<file path="src/rtl/mem_arbiter.sv">
// Two-requester arbiter sharing one request/acknowledge memory port between fetch and load/store.
// Define FETCH_STARVE_GUARD_EN to compile in the fetch starvation guard (strict data priority otherwise).
module mem_arbiter #(
   parameter int AW         = 32,
   parameter int DW         = 32,
   parameter int STARVE_MAX = 4
) (
   input  logic            clk,
   input  logic            rst,
   input  logic            if_req,
   input  logic [AW-1:0]   if_addr,
   output logic            if_gnt,
   output logic [DW-1:0]   if_rdata,
   input  logic            d_req,
   input  logic            d_we,
   input  logic [AW-1:0]   d_addr,
   input  logic [DW-1:0]   d_wdata,
   input  logic [DW/8-1:0] d_wstrb,
   output logic            d_gnt,
   output logic [DW-1:0]   d_rdata,
   output logic            m_req,
   output logic            m_we,
   output logic [AW-1:0]   m_addr,
   output logic [DW-1:0]   m_wdata,
   output logic [DW/8-1:0] m_wstrb,
   input  logic            m_ack,
   input  logic [DW-1:0]   m_rdata,
   output logic            owner,
   output logic            busy
);

   typedef enum logic [1:0] {IDLE, BUSY, RESP} state_t;

   state_t state, state_nxt;
   logic   pick_data;

   always_ff @(posedge clk or posedge rst) begin
      if (rst) state <= IDLE;
      else     state <= state_nxt;
   end

   always_comb begin
      state_nxt = state;
      case (state)
         IDLE:    if (if_req || d_req) state_nxt = BUSY;
         BUSY:    if (m_ack) state_nxt = RESP;
         RESP:    state_nxt = IDLE;
         default: state_nxt = IDLE;
      endcase
   end

   // Grants come straight from the state so an asynchronous reset removes them at once.
   assign busy   = (state != IDLE);
   assign if_gnt = (state == RESP) && !owner;
   assign d_gnt  = (state == RESP) && owner;

`ifdef FETCH_STARVE_GUARD_EN
   localparam int CW = (STARVE_MAX < 1) ? 1 : $clog2(STARVE_MAX + 1);
   localparam logic [CW-1:0] STARVE_LIM = CW'(STARVE_MAX);

   logic [CW-1:0] starve_cnt;

   always_ff @(posedge clk or posedge rst) begin
      if (rst)                                  starve_cnt <= '0;
      else if (!if_req || if_gnt)               starve_cnt <= '0;
      else if (d_gnt && starve_cnt != STARVE_LIM) starve_cnt <= starve_cnt + 1'b1;
   end

   assign pick_data = d_req && !(if_req && (starve_cnt == STARVE_LIM));
`else
   logic unused_starve_max;
   assign unused_starve_max = ^STARVE_MAX;
   assign pick_data         = d_req;
`endif

   always_ff @(posedge clk or posedge rst) begin
      if (rst) begin
         m_req    <= 1'b0;
         m_we     <= 1'b0;
         m_addr   <= '0;
         m_wdata  <= '0;
         m_wstrb  <= '0;
         owner    <= 1'b0;
         if_rdata <= '0;
         d_rdata  <= '0;
      end else begin
         case (state)
            IDLE: begin
               if (if_req || d_req) begin
                  m_req <= 1'b1;
                  owner <= pick_data;
                  if (pick_data) begin
                     m_we    <= d_we;
                     m_addr  <= d_addr;
                     m_wdata <= d_wdata;
                     m_wstrb <= d_wstrb;
                  end else begin
                     m_we    <= 1'b0;
                     m_addr  <= if_addr;
                     m_wdata <= '0;
                     m_wstrb <= '0;
                  end
               end
            end
            BUSY: begin
               // Stores leave d_rdata untouched; m_we still holds the command type.
               if (m_ack) begin
                  m_req <= 1'b0;
                  if (!owner)     if_rdata <= m_rdata;
                  else if (!m_we) d_rdata  <= m_rdata;
               end
            end
            default: ;
         endcase
      end
   end

endmodule

</file>
<file path="config.mk">
export PLATFORM = sky130hd
export DESIGN_NAME = mem_arbiter
export DESIGN_NICKNAME = d
export VERILOG_FILES = /design/src/rtl/mem_arbiter.sv
export SDC_FILE = /design/constraint.sdc
export NUM_CORES = 1
export LEC_CHECK = 0
export BUFFER_PORTS_ARGS = -buffer_cell sky130_fd_sc_hd__buf_2
export CAP_MARGIN = 20
export CELL_PAD_IN_SITES_DETAIL_PLACEMENT = 1
export CELL_PAD_IN_SITES_GLOBAL_PLACEMENT = 2
export CORE_ASPECT_RATIO = 1.5
export CORE_MARGIN = 3
export CORE_UTILIZATION = 31
export DETAILED_ROUTE_END_ITERATION = 16
export PLACE_DENSITY_LB_ADDON = 0.05
export SLEW_MARGIN = 20
export SYNTH_ARGS = -nofsm -noshare
export SYNTH_HDL_FRONTEND = slang
export SYNTH_SLANG_ARGS = --single-unit
</file>
<file path="constraint.sdc">
create_clock -name clk -period 13.2 [get_ports clk]
set_input_delay 2.64 -clock clk [delete_from_list [all_inputs] [get_ports clk]]
set_output_delay 2.64 -clock clk [all_outputs]
set_load 0.03 [all_outputs]
</file>
==> Word-level counts from Yosys, hierarchy flattened <==
Cells that the tools add are included.
W data, S select, Z words.
{ "totals": {"input_bits": 138, "reg_bits": 137, "word_cells": 37, "out_inout_bits": 138} }
{ "classes": {"n_mux": 10, "eq_ne": 4, "n_reduce_logical": 12, "bitwise": 2} }
{ "op_table": {"columns": ["op", "count"], "rows": [
  ["$mux W32", 2],
  ["$reduce_and A3 Y1", 2],
  ["$mux W2", 2],
  ["$mux W4", 1],
  ["$ne A2 B2 Y1 const B", 2],
  ["$pmux W2 S2", 1],
  ["$reduce_and A2 Y1", 2],
  ["$reduce_and A4 Y1", 1],
  ["$reduce_bool A2 Y1", 2],
  ["$mux W1", 3],
  ["$eq A2 B1 Y1 const B", 1],
  ["$eq A2 B2 Y1 const B", 1],
  ["$logic_and A1 B1 Y1", 2],
  ["$logic_not A2 Y1", 1],
  ["$not A1 Y1", 2],
  ["$pmux W1 S2", 1],
  ["$logic_not A1 Y1", 1],
  ["$logic_or A1 B1 Y1", 1]
]} }

==> Logic depth before layout (Yosys ltp) <==
{ "depth": {"ltp_word": 3, "ltp_mapped": 5, "depth_no_buf": 3} }

==> Least setup slack after synthesis <==
OpenSTA, ideal clock, no wires.
{ "synth_path": {"kind": "flip-flop to output port", "from": "register owner", "to": "output port if_gnt", "slack_ns": 9.265, "required_ns": 10.560, "t_arrival_ns": 1.295, "stages_incl_launch_ff": 2, "path_cell_list": "dfrtp_1 > nor3b_1"} }
{ "synth_via": {"elab_chain_cells": 2} }
{ "synth_rtl": {"columns": ["item", "line_no", "source"], "rows": [
  ["from (decl)", "28", "output logic owner,"],
  ["from (signal assigned)", "91", "owner <= pick_data;"],
  ["$logic_not A1 Y1", null, null],
  ["$logic_and A1 B1 Y1", "54", "assign if_gnt = (state == RESP) && !owner;"],
  ["to (decl)", "12", "output logic if_gnt,"]
]} }
Every way passes these cells.

==> Worst setup path in the final report <==
{ "layout_path": {"from": "input port d_req", "to": "register m_addr[11]"} }
{ "layout_via": {"elab_chain_cells": 2} }
{ "layout_rtl": {"columns": ["item", "line_no", "source"], "rows": [
  ["from (decl)", "14", "input logic d_req,"],
  ["$logic_or A1 B1 Y1", "89", "if (if_req || d_req) begin"],
  ["$reduce_and A2 Y1 (no line)", null, null],
  ["to (signal assigned)", "94", "m_addr <= d_addr;"],
  ["to (signal assigned)", "99", "m_addr <= if_addr;"],
  ["to (decl)", "23", "output logic [AW-1:0] m_addr,"]
]} }
Parallel ways exist; a longest one is shown, timed or not.
A chain may end at the register's enable or synchronous reset.

==> metrics list <==
- Result of the run: finished clean
- Violation count after the first detailed-route iteration: 111
- Post-synth net total: 478
- At the pin with the least slew margin, the transition time is 1010 ps.
* Crit Path Class: primary input to flip-flop
- Power comes to 2260 uW.
- After technology mapping, the gate count stands at 340.
- The die covers 19200 um2.
- Share of cells above drive strength 1: 70.3%
- Number of pins with negative max-slew slack in the final report: 0
- Period Utilization, post-route: 34.4%
- The most used flip-flop cell after synthesis is sky130_fd_sc_hd__dfrtp_1.
- The number of setup buffers added after CTS is 0.
- Post-layout minimum cycle time: 4550 ps
- Across the run, the number of max-cap violations was 0.
- The analysis attributes to cell leakage a power of 0.00378 uW.
- The clock drives 137 sinks.
* Post-layout net count: 755
- Deepest level of the CTS H-tree: 4
* Total CTS buffers: 17
* Buffers added on ports: 275
- Mean number of vias per cell: 4.67
- The final hold violation count is 0.
- Counting flops and latches in the post-synthesis netlist gives 137.
- Rel. slew slack: 32.5%
- Worst hold-check slack: 487 ps
* Top cells by count, synth: sky130_fd_sc_hd__dfrtp_1 (137), sky130_fd_sc_hd__mux2_2 (128), sky130_fd_sc_hd__a22o_1 (37)
- Setup violations remaining at the end of the flow were counted as 0.
- The floorplan step set the die width to 114 um.
- TritonCTS built the clock tree.
- EDFF count, synth: 0
- Reg-to-reg slack, setup: 11150 ps
* Vias in the first global route: 4430
* Count of unique library cells instantiated by Yosys: 19
- Leading post-synthesis cells by cell area: sky130_fd_sc_hd__dfrtp_1 (63%), sky130_fd_sc_hd__mux2_2 (27%), sky130_fd_sc_hd__a22o_1 (6.0%), sky130_fd_sc_hd__buf_2 (0.83%), sky130_fd_sc_hd__buf_6 (0.62%)
- Highest attainable clock frequency: 0.220 GHz
- No sink is reached through more buffers than the 2 on the longest clock path.
* Total iterations of the first detailed-routing run: 4
* Post-synth ARST share: 100%
- Maximum net fanout on the critical path: 38
- Max rail drop VDD: 114 uV
* Crit path required time: 13490 ps
- Dividing total power by cell area gives a power density of 298 nW/um2.
- Once placement finished, the instance area stood at 7000 um2.
- Most frequently used cell type in the post-synthesis netlist: sky130_fd_sc_hd__dfrtp_1
- Final cell count without fillers: 840
- Total of warnings raised by yosys: 0
- After clock tree synthesis, the clock-pin slew on the worst setup and hold paths is 60 ps.
- The first global-routing pass estimated 23800 um of wire.
* Post-CTS resize count: 0
- DRC viols: 0
* Syn_area_per_cell: 16.0 um2
* Setup repair after global routing missed its margin: false
- Detailed-placement wirelength estimate: 11500 um
* Layout Area Growth over Synthesis: 39.4%
- Cell count after placement: 808
* Floorplan die height: 168 um
* Final Cell Area: 7580 um2
- The total overflow left after global routing is 0.
* GRT Util Overall: 16.2%
* Starting utilization of the core area: 32.0%
- The filler cells instantiated in the layout total 1869.
- Initial antenna violation count: 1
- Setup total negative slack on the finished layout was measured at 0 ps.
- In this run the remaining antenna-violating nets after routing total 0.
- Post-DR wirelength/cell: 18.3 um
- Synth area leader: sky130_fd_sc_hd__dfrtp_1
- Share of the synthesized area in the top cell type: 63.1%
- Data on the critical path arrives at its endpoint at 4840 ps.
* WL final: 15400 um
- For the final database, setup skew stands at 6.21 ps.
- At the end of routability-driven placement, the weighted congestion stood at 0.726.
- Maximum number of pins on one net before global-route repair: 84
- Floorplan row count: 58
* Core footprint: 17000 um2
* Total via count in the routed design: 3926
* Portion of the post-synthesis area used by sequential elements: 63.1%
- Area of the mapped netlist: 5440 um2
- Tightest Hold Check Type: flip-flop to flip-flop
- Skew-Pair Late Insertion Delay: 410 ps
* Kind of end point of the critical path: flip-flop
- CTS hold repair buffers: 0
- Root Buffer: sky130_fd_sc_hd__clkbuf_16
* Kind of launch point of the worst setup path: primary input
- Top Ports: 276
critical path, cell delays in order:
cell and delay [ps]:
sky130_fd_sc_hd__buf_2 350, sky130_fd_sc_hd__o21ai_4 900, sky130_fd_sc_hd__buf_4 530, sky130_fd_sc_hd__mux2_2 390
registers in the layout (all words and copies together), names as in the netlist:
register  flops
d_rdata      32
if_rdata     32
m_addr       32
m_req         1
m_wdata      32
m_we          1
m_wstrb       4
owner         1
state         2
per-layer routing:
layer  wire length, um  GRT usage, %  vias up
met2              8240          28.0      161
met1              5410          17.1     1956
met5                 0             0        -
li1                  -             -     1787
met3              1290          6.65       22
met4               424          6.93        0
layout by cell type (no fill, tap or decap), types with 2 or more instances in the layout:
master and n:
sky130_fd_sc_hd__clkinvlp_4 4, sky130_fd_sc_hd__bufinv_16 2, sky130_fd_sc_hd__buf_2 275, sky130_fd_sc_hd__clkbuf_16 17, sky130_fd_sc_hd__buf_4 3, sky130_fd_sc_hd__dfrtp_1 137
sky130_fd_sc_hd__clkinv_4 2, sky130_fd_sc_hd__mux2_2 128, sky130_fd_sc_hd__inv_1 2, sky130_fd_sc_hd__nand2_1 3, sky130_fd_sc_hd__clkinv_2 4, sky130_fd_sc_hd__a22o_1 37
stage by stage:
step,util [%],worst slack (ps)
finish,44.6,8650
CTS,44.6,8590
floorplan,-,6890
detailed placement,41.2,8130
global route,44.6,8500
global placement,41.2,8230
worst paths after layout:
path,from,to,depth (start not counted)
max reg2reg,state[0],m_addr[11],4
min in group asynchronous,rst,d_rdata[21],2
min reg2reg,m_req,m_req,2
min,m_req,m_req,2
max,d_req,m_addr[11],4
max in group asynchronous,rst,d_rdata[8],3
area by class of cell:
class | instances | area [um2] | share of cell area [%]
repair buffers | 279 | 1410 | 18.6
multi-input cells | 179 | 1890 | 24.9
flip-flops and latches | 137 | 3430 | 45.2
diodes | 1 | 2.50 | 0.0330
inverters | 3 | 16.3 | 0.215
clock buffers | 19 | 443 | 5.84
clock inverters | 12 | 128 | 1.68
well taps | 210 | 263 | 3.47
power breakdown:
part / internal, uW / leakage, uW / switching, uW
clock network: 281 / 0.000271 / 175
registers: 633 / 0.00166 / 108
logic: 371 / 0.00185 / 687
total: 1280 / 0.00378 / 971
cells by family after synthesis:
kind of cell | share of synthesized area [%]
multiplexers | 26.5
flip-flops | 63.1
AND/OR/NAND/NOR | 1.59
buffers and inverters | 2.49
AO/OA/AOI/OAI | 6.35
(Power assumes the default switching activity.)
